### config.mk
export PLATFORM = sky130hd
export DESIGN_NAME = pipe_stage_reg
export DESIGN_NICKNAME = d
export VERILOG_FILES = /design/src/rtl/pipe_pkg.sv /design/src/rtl/pipe_skid_buf.sv /design/src/rtl/pipe_stage_reg.sv
export SDC_FILE = /design/constraint.sdc
export NUM_CORES = 1
export LEC_CHECK = 0
export BUFFER_PORTS_ARGS = -buffer_cell sky130_fd_sc_hd__buf_2
export CORE_AREA = 2 2 92 50
export DETAILED_ROUTE_END_ITERATION = 8
export DIE_AREA = 0 0 94 52
export GPL_ROUTABILITY_DRIVEN = 0
export PLACE_DENSITY = 0.7
export SYNTH_ARGS = -nofsm -noshare
export SYNTH_HDL_FRONTEND = slang
export SYNTH_SLANG_ARGS = --single-unit
### constraint.sdc
create_clock -name CLK -period 3.2 [get_ports CLK]
set_clock_uncertainty 0.1 [all_clocks]
set_input_delay 0.32 -clock CLK [delete_from_list [all_inputs] [get_ports CLK]]
set_output_delay 0.32 -clock CLK [all_outputs]
set_load 0.02 [all_outputs]
### src/rtl/pipe_pkg.sv
// Shared types and constants for the pipeline stage register and its skid buffer.
// The optional skid buffer is enabled by defining PIPE_SKID_EN.
package pipe_pkg;

  // Occupancy of the two-entry skid configuration.
  typedef enum logic [1:0] {
    EMPTY = 2'd0,
    BUSY  = 2'd1,
    FULL  = 2'd2
  } skid_state_e;

  // Width of the per-flush drop amount (0..2 entries can be squashed at once).
  localparam int unsigned DROP_W = 2;

endpackage : pipe_pkg

### src/rtl/pipe_skid_buf.sv
// Skid entry plus occupancy FSM for the stage register (PIPE_SKID_EN builds only).
// Tells the top when and from where to load its main register; in_ready is registered
// so there is no combinational path from out_ready to in_ready.
module pipe_skid_buf
  import pipe_pkg::*;
#(
  parameter int unsigned          WIDTH     = 32,
  parameter logic [WIDTH-1:0]     FLUSH_VAL = '0
) (
  input  logic             clk_i,
  input  logic             rst_i,
  input  logic             flush_i,
  input  logic             in_valid_i,
  input  logic [WIDTH-1:0] in_data_i,
  input  logic             out_ready_i,
  output logic             in_ready_o,
  output logic             skid_valid_o,
  output logic [WIDTH-1:0] skid_data_o,
  output logic             main_load_o,
  output logic             main_src_skid_o,
  output logic             main_clear_o
);

  skid_state_e      state_q;
  logic             ready_q;
  logic [WIDTH-1:0] skid_q;
  logic             accept;

  assign accept       = in_valid_i & ready_q;
  assign in_ready_o   = ready_q;
  assign skid_valid_o = (state_q == FULL);
  assign skid_data_o  = skid_q;

  // Decide how the main register in the top moves this cycle.
  always_comb begin
    // NOTE: every output gets a default first so no path leaves it unassigned (no latch).
    main_load_o     = 1'b0;
    main_src_skid_o = 1'b0;
    main_clear_o    = 1'b0;
    unique case (state_q)
      EMPTY: main_load_o = accept;
      BUSY: begin
        if (accept && out_ready_i)       main_load_o  = 1'b1;
        else if (!accept && out_ready_i) main_clear_o = 1'b1;
      end
      FULL: begin
        main_load_o     = out_ready_i;
        main_src_skid_o = out_ready_i;
      end
      default: ;
    endcase
  end

  // Occupancy FSM with registered in_ready and the skid payload.
  always_ff @(posedge clk_i) begin
    // NOTE: non-blocking assignments keep every flop sampling pre-edge values.
    if (rst_i || flush_i) begin
      state_q <= EMPTY;
      ready_q <= 1'b1;
      skid_q  <= FLUSH_VAL;
    end else begin
      unique case (state_q)
        EMPTY: if (accept) state_q <= BUSY;
        BUSY: begin
          if (accept && !out_ready_i) begin
            state_q <= FULL;
            ready_q <= 1'b0;
            skid_q  <= in_data_i;
          end else if (!accept && out_ready_i) begin
            state_q <= EMPTY;
          end
        end
        FULL: begin
          if (out_ready_i) begin
            state_q <= BUSY;
            ready_q <= 1'b1;
            skid_q  <= FLUSH_VAL;
          end
        end
        default: begin
          state_q <= EMPTY;
          ready_q <= 1'b1;
          skid_q  <= FLUSH_VAL;
        end
      endcase
    end
  end

endmodule : pipe_skid_buf

### src/rtl/pipe_stage_reg.sv
// Parametrised pipeline stage register with valid/ready handshake, flush, bubble
// insertion and a saturating flush-drop counter. Define PIPE_SKID_EN for a two-entry
// skid buffer with registered in_ready; otherwise a single entry with comb in_ready.
module pipe_stage_reg
  import pipe_pkg::*;
#(
  parameter int unsigned      WIDTH     = 32,
  parameter logic [WIDTH-1:0] FLUSH_VAL = '0,
  parameter int unsigned      CNT_W     = 8
) (
  input  logic             CLK,
  input  logic             Reset,
  input  logic             in_valid,
  output logic             in_ready,
  input  logic [WIDTH-1:0] in_data,
  input  logic             flush,
  output logic             out_valid,
  input  logic             out_ready,
  output logic [WIDTH-1:0] out_data,
  output logic [CNT_W-1:0] drop_cnt
);

  logic              valid_q, valid_d;
  logic [WIDTH-1:0]  data_q, data_d;
  logic [CNT_W-1:0]  cnt_q, cnt_d;
  logic [CNT_W:0]    cnt_sum;
  logic [DROP_W-1:0] held;
  logic              main_load, main_src_skid, main_clear;
  logic [WIDTH-1:0]  skid_data;

`ifdef PIPE_SKID_EN
  logic skid_valid;

  pipe_skid_buf #(
    .WIDTH     (WIDTH),
    .FLUSH_VAL (FLUSH_VAL)
  ) u_skid (
    .clk_i           (CLK),
    .rst_i           (Reset),
    .flush_i         (flush),
    .in_valid_i      (in_valid),
    .in_data_i       (in_data),
    .out_ready_i     (out_ready),
    .in_ready_o      (in_ready),
    .skid_valid_o    (skid_valid),
    .skid_data_o     (skid_data),
    .main_load_o     (main_load),
    .main_src_skid_o (main_src_skid),
    .main_clear_o    (main_clear)
  );

  assign held = {1'b0, valid_q} + {1'b0, skid_valid};
`else
  assign in_ready      = out_ready | ~valid_q;
  assign main_load     = in_valid & in_ready;
  assign main_clear    = valid_q & out_ready & ~main_load;
  assign main_src_skid = 1'b0;
  assign skid_data     = FLUSH_VAL;
  assign held          = {1'b0, valid_q};
`endif

  assign out_valid = valid_q;
  assign out_data  = data_q;
  assign drop_cnt  = cnt_q;

  // Next main-register contents: load, bubble on drain, or hold on stall.
  always_comb begin
    valid_d = valid_q;
    data_d  = data_q;
    if (main_load) begin
      valid_d = 1'b1;
      data_d  = main_src_skid ? skid_data : in_data;
    end else if (main_clear) begin
      valid_d = 1'b0;
      data_d  = FLUSH_VAL;
    end
  end

  // Drop counter increment by the entries squashed, clamped at all-ones.
  always_comb begin
    cnt_sum = {1'b0, cnt_q} + (CNT_W + 1)'(held);
    if (cnt_sum > {1'b0, {CNT_W{1'b1}}}) cnt_d = {CNT_W{1'b1}};
    else                                 cnt_d = cnt_sum[CNT_W-1:0];
  end

  // Main register and drop counter; reset beats flush, flush beats normal flow.
  always_ff @(posedge CLK) begin
    if (Reset) begin
      valid_q <= 1'b0;
      data_q  <= FLUSH_VAL;
      cnt_q   <= '0;
    end else if (flush) begin
      valid_q <= 1'b0;
      data_q  <= FLUSH_VAL;
      cnt_q   <= cnt_d;
    end else begin
      valid_q <= valid_d;
      data_q  <= data_d;
    end
  end

endmodule : pipe_stage_reg

After elaboration in Yosys (flattened, before gate mapping)
Index checks and enable logic that the tools add are counted.
- register bits after elaboration: 41
- bits in latches: 0
- RAM bits: 0
- bits in read-only memories: 0
- input bits: 37
- output and inout port bits: 42
- word-level logic and storage cells: 18
- memories: 0
- add/subtract/negate cells: 1
- multipliers: 0
- div/mod/pow operators: 0
- magnitude comparators: 1
- equal/unequal tests: 0
- shifts and indexed selects: 0
- mux-type cells: 5
- bitwise gates (word level): 6
- reductions and logical operators: 2
- operators with widths (kind ; count):
    $mux 32 ; 2
    $add 8x1->9 ; 1
    $gt 9x8->1 const B ; 1
    $mux 8 ; 1
    $and 1x1->1 ; 3
    $mux 1 ; 2
    $not 1->1 ; 2
    $reduce_bool 2->1 ; 1
    $reduce_or 2->1 ; 1
    $or 1x1->1 ; 1

Depth between registers and ports, before layout
- depth after elaboration: 7
- mapped depth: 5
- gate-level depth less buffers: 4

Least setup slack after synthesis
Ideal clock, no wire load.
- path kind: flip-flop to flip-flop
- start point: register valid_q (netlist: out_valid)
- end point: register cnt_q[6] (netlist: drop_cnt[6])
- library setup time: 0.116 ns
- arrival: 1.518 ns
- data required time: 2.984 ns
- slack: 1.467 ns
- stages on the path, launching flop included: 5
- path buffers: 0
- period minus slack after synthesis: 1.733 ns
- cell sequence: dfxtp_1 > ha_1 > nand4_2 > or4b_1 > and3b_1
- word-level cells in the longest chain between the ends: 3
- RTL lines (element ; RTL line ; RTL):
    start, declared ; pipe_stage_reg.sv:23 ; logic valid_q, valid_d;
    start signal, assigned ; pipe_stage_reg.sv:97 ; valid_q <= valid_d;
    $add 8x1->9 (*) ; pipe_stage_reg.sv:81 ; cnt_sum = {1'b0, cnt_q} + (CNT_W + 1)'(held);
    $gt 9x8->1 ; pipe_stage_reg.sv:82 ; if (cnt_sum > {1'b0, {CNT_W{1'b1}}}) cnt_d = {CNT_W{1'b1}};
    $mux 8 (*) ; pipe_stage_reg.sv:82 ;
    end signal, assigned ; pipe_stage_reg.sv:95 ; cnt_q <= cnt_d;
    end, declared ; pipe_stage_reg.sv:25 ; logic [CNT_W-1:0] cnt_q, cnt_d;
Every way passes the cells marked *; elsewhere a longest branch is shown, timed or not.
A chain may end at the register's enable or synchronous reset.

Worst setup path in the final report
- start point: register valid_q (netlist: out_valid)
- end point: output in_ready
- word-level cells in the longest chain between the ends: 2
- RTL lines (element ; RTL line ; RTL):
    $not 1->1 ; pipe_stage_reg.sv:54 ; assign in_ready = out_ready | ~valid_q;
    $or 1x1->1 ; pipe_stage_reg.sv:54 ;
    end, declared ; pipe_stage_reg.sv:14 ; output logic in_ready,
Every way passes these cells.

==> results.json <==
{
  "crit_path_top_delay_cell": "dfxtp_1",
  "crit_path_start_kind": "flop",
  "async_flop_share_pct": 0,
  "synth_top_area_share_pct": 52.19,
  "die_height_um": 52,
  "unrepaired_setup_endpoints_after_global_routing": "false",
  "timing.critical_path.slowest_cell_delay_ns": 0.47,
  "vdd.ir_drop.worst_uv": 220.4,
  "switchingPower_w": 0.0002495,
  "min_path_type": "in -> reg",
  "timing_worst_slew_pin_value_ns": 0.9157,
  "post_dr_wirelength_cell_um": 13.82,
  "post_cts.resized_instances": 0,
  "grt_pass1_vias": 1337,
  "grt_start_max_net_pins": 35,
  "post-route-cell-area_mm2": 0.002093,
  "worst-r2r-setup-slack_ns": 1.43,
  "critPathCaptureType": "output pin",
  "endpoint_of_the_most_critical_setup_path": "in_ready",
  "initial_core_util_pct": 37.92,
  "ys_top_cells_by_area": "dfxtp_1 52%, a32oi_1 18%, nor2_1 7.9%",
  "power_switching_share_pct": 23.21,
  "synth.yosys.warnings": 0,
  "root_buffer": "clkbuf_8",
  "die_width_um": 94,
  "drc": 0,
  "timing.critical_path.buf_inv": 1,
  "num_rows": 17,
  "synth.distinct_cells": 29,
  "drt_pass1_iterations": 4,
  "worst_r2r_startpoint": "out_valid$_SDFFE_PP0P_",
  "ys_seq_elements": 41,
  "power_leakage_nw": 0.9366,
  "hold_ws_ns": 0.1887,
  "cp_data_arrival_time_ns": 1.50,
  "finish.net_count": 270,
  "finalHoldViolations": 0,
  "yosys.cell_count.top_type": "dfxtp_1",
  "timing.critical_path.max_delay_family": "flip-flops",
  "netlist_instances": 162,
  "final-max-slew-violation-count": 0,
  "postSynth.topFlopCell": "dfxtp_1",
  "timing.fmax_mhz": 521.1,
  "maxSlewHeadroom_pct": 37.65,
  "final_period_minus_worst_setup_slack_ns": 1.919,
  "fin_crit_sh_pct": 59.97,
  "cts_buffer_depth": 2,
  "worst_setup_hold_path_clk_slew_ns": 0.08,
  "via_per_inst": 5.242,
  "multi_input_comb_area_um2": 675.6,
  "cp.depth": 2,
  "die_area_mm2": 0.004888,
  "wl_um": 3994,
  "port_buffers": 78,
  "drive_gt1_share_pct": 40.52,
  "p_comb_share_pct": 10.8,
  "fillers": 402,
  "holdBufCountCts": 0,
  "clock_power_share_pct": 39.6,
  "cts.htree.levels": 2,
  "worstReg2RegEnd": "drop_cnt[6]$_SDFFE_PP0P_",
  "drt-initial-drc-count": 58,
  "edff_count_synth": 0,
  "critical_path_class": "reg -> out",
  "area_growth_pct": 33.09,
  "hpwlAfterDp_um": 2800,
  "critPathRequiredTime_ns": 2.78,
  "numClockSinks": 41,
  "internal_power_w": 0.0008253,
  "globalRouteOverflowTotal": 0,
  "yosys-top-cells-count": "41 x dfxtp_1, 33 x nor2_1, 32 x a32oi_1",
  "syn_nets": 201,
  "avgSynthCellArea_um2": 9.708,
  "antenna_left": 0,
  "worst-r2r-cell-count": 4,
  "status": "completed",
  "cts-buffers-inserted": 5,
  "num_vias": 1515,
  "finalSetupTns_ns": 0,
  "grt_usage_pct": 16.72,
  "cap_violations": 0,
  "grt_first_pass_wirelength_um": 6361,
  "tritoncts": "done",
  "crit_path_start": "out_valid$_SDFFE_PP0P_",
  "setup_viol": 0,
  "grt_antenna_before_repair": 0,
  "power_density_mw_per_mm2": 513.5,
  "core_region_mm2": 0.004148,
  "sequentialPowerShare_pct": 49.6,
  "synth-seq-area-share_pct": 52.19,
  "clkLatencyLatePin_ns": 0.28,
  "synth_top_cell_by_area": "dfxtp_1",
  "antennaDiodeCount": 0,
  "postCtsSetupBuffers": 0,
  "post_synth_instance_area_mm2": 0.001573,
  "critPathMaxFanout": 18,
  "dpl-instance-area_mm2": 0.001977,
  "register_area_um2": 820.8,
  "crit_chain": "nand2b_1 > buf_2",
  "ios": 79
}
==> routing by layer <==
metal / global-route usage (%) / up-vias / part of all wire [%]
li1: - / 748 / -
met1: 23.61 / 689 / 50
met2: 24.40 / 73 / 40
met3: 6.087 / 5 / 9.7
met4: 3.623 / 0 / 0.65
met5: 0 / - / 0
==> stage by stage <==
step	power (W)	worst slack [ns]	std cells	util (%)
finish	0.001075	1.281	289	50.47
CTS	0.001086	1.294	289	50.47
global route	0.001120	1.145	289	50.47
floorplan	0.0006168	1.467	162	-
global placement	0.0006613	1.363	281	47.66
detailed placement	0.0006614	1.349	281	47.66
==> sequential cells by signal, indices dropped and copies added, names as in the netlist <==
| signal | count |
|---|---|
| out_valid | 1 |
| drop_cnt | 8 |
| out_data | 32 |
==> logic make-up after synthesis <==
| kind of cell | after synthesis | synth area share [%] |
|---|---|---|
| flops | 41 | 52.19 |
| fa+ha+maj | 2 | 1.591 |
| compound gates | 46 | 23.31 |
| mux | 1 | 0.6365 |
| xor+xnor | 1 | 0.5570 |
| simple gates | 51 | 16.07 |
| buf+inv | 20 | 5.649 |
==> layout by cell type, fill, tap and decap left out <==
cell | synthesis | layout
a211oi_1 | 3 | 3
clkbuf_8 | 0 | 6
mux2i_4 | 0 | 1
nand3_1 | 2 | 2
and3b_1 | 1 | 1
dfxtp_1 | 41 | 41
o21bai_1 | 1 | 1
and4_1 | 1 | 1
a21oi_1 | 5 | 5
a32oi_1 | 32 | 32
nand4_1 | 1 | 1
xnor2_1 | 1 | 1
buf_4 | 1 | 1
or3_1 | 1 | 1
bufinv_16 | 0 | 1
nor2_1 | 33 | 33
buf_2 | 8 | 78
nand2_1 | 3 | 3
a31o_2 | 1 | 1
clkbuf_1 | 8 | 1
a31oi_1 | 2 | 2
and4_2 | 3 | 3
or3_2 | 1 | 1
nand2b_1 | 1 | 1
ha_1 | 2 | 2
or4b_1 | 1 | 1
or2_2 | 1 | 1
nand4_2 | 1 | 1
o21ai_0 | 2 | 2
inv_1 | 3 | 3
nor3_1 | 1 | 1
==> cell type report <==
type	instances	share of cell area (%)
timing repair buffer	79	19.01
clock inverter	1	1.435
sequential	41	39.21
inverter	3	0.5380
clock buffer	7	4.124
tap	57	3.407
multi-input combinational	101	32.28
==> worst min-delay path, stage by stage <==
cell,delay [ns]
buf_2,0.08
a32oi_1,0.07
nor2_1,0.07
==> worst min-delay path by stage <==
stage | from | end | cells after the start
after CTS | in_data[16] | out_data[16]$_SDFFE_PP0P_ | 3
after detailed placement | out_data[20]$_SDFFE_PP0P_ | out_data[20]$_SDFFE_PP0P_ | 2
after global routing | in_data[10] | out_data[10]$_SDFFE_PP0P_ | 3
final | in_data[22] | out_data[22]$_SDFFE_PP0P_ | 3
after floorplan | in_data[10] | out_data[10]$_SDFFE_PP0P_ | 2
after global placement | out_data[7]$_SDFFE_PP0P_ | out_data[7]$_SDFFE_PP0P_ | 2
==> power by group through the flow <==
stage	logic [W]	clock network, W	registers [W]
floorplan	0.0000549	0	0.000562
global placement	0.000116	0	0.000545
detailed placement	0.000117	0	0.000545
CTS	0.000117	0.000436	0.000533
global route	0.000127	0.000458	0.000535
finish	0.000117	0.000425	0.000533
No activity file was read; power rests on OpenSTA's default activity.
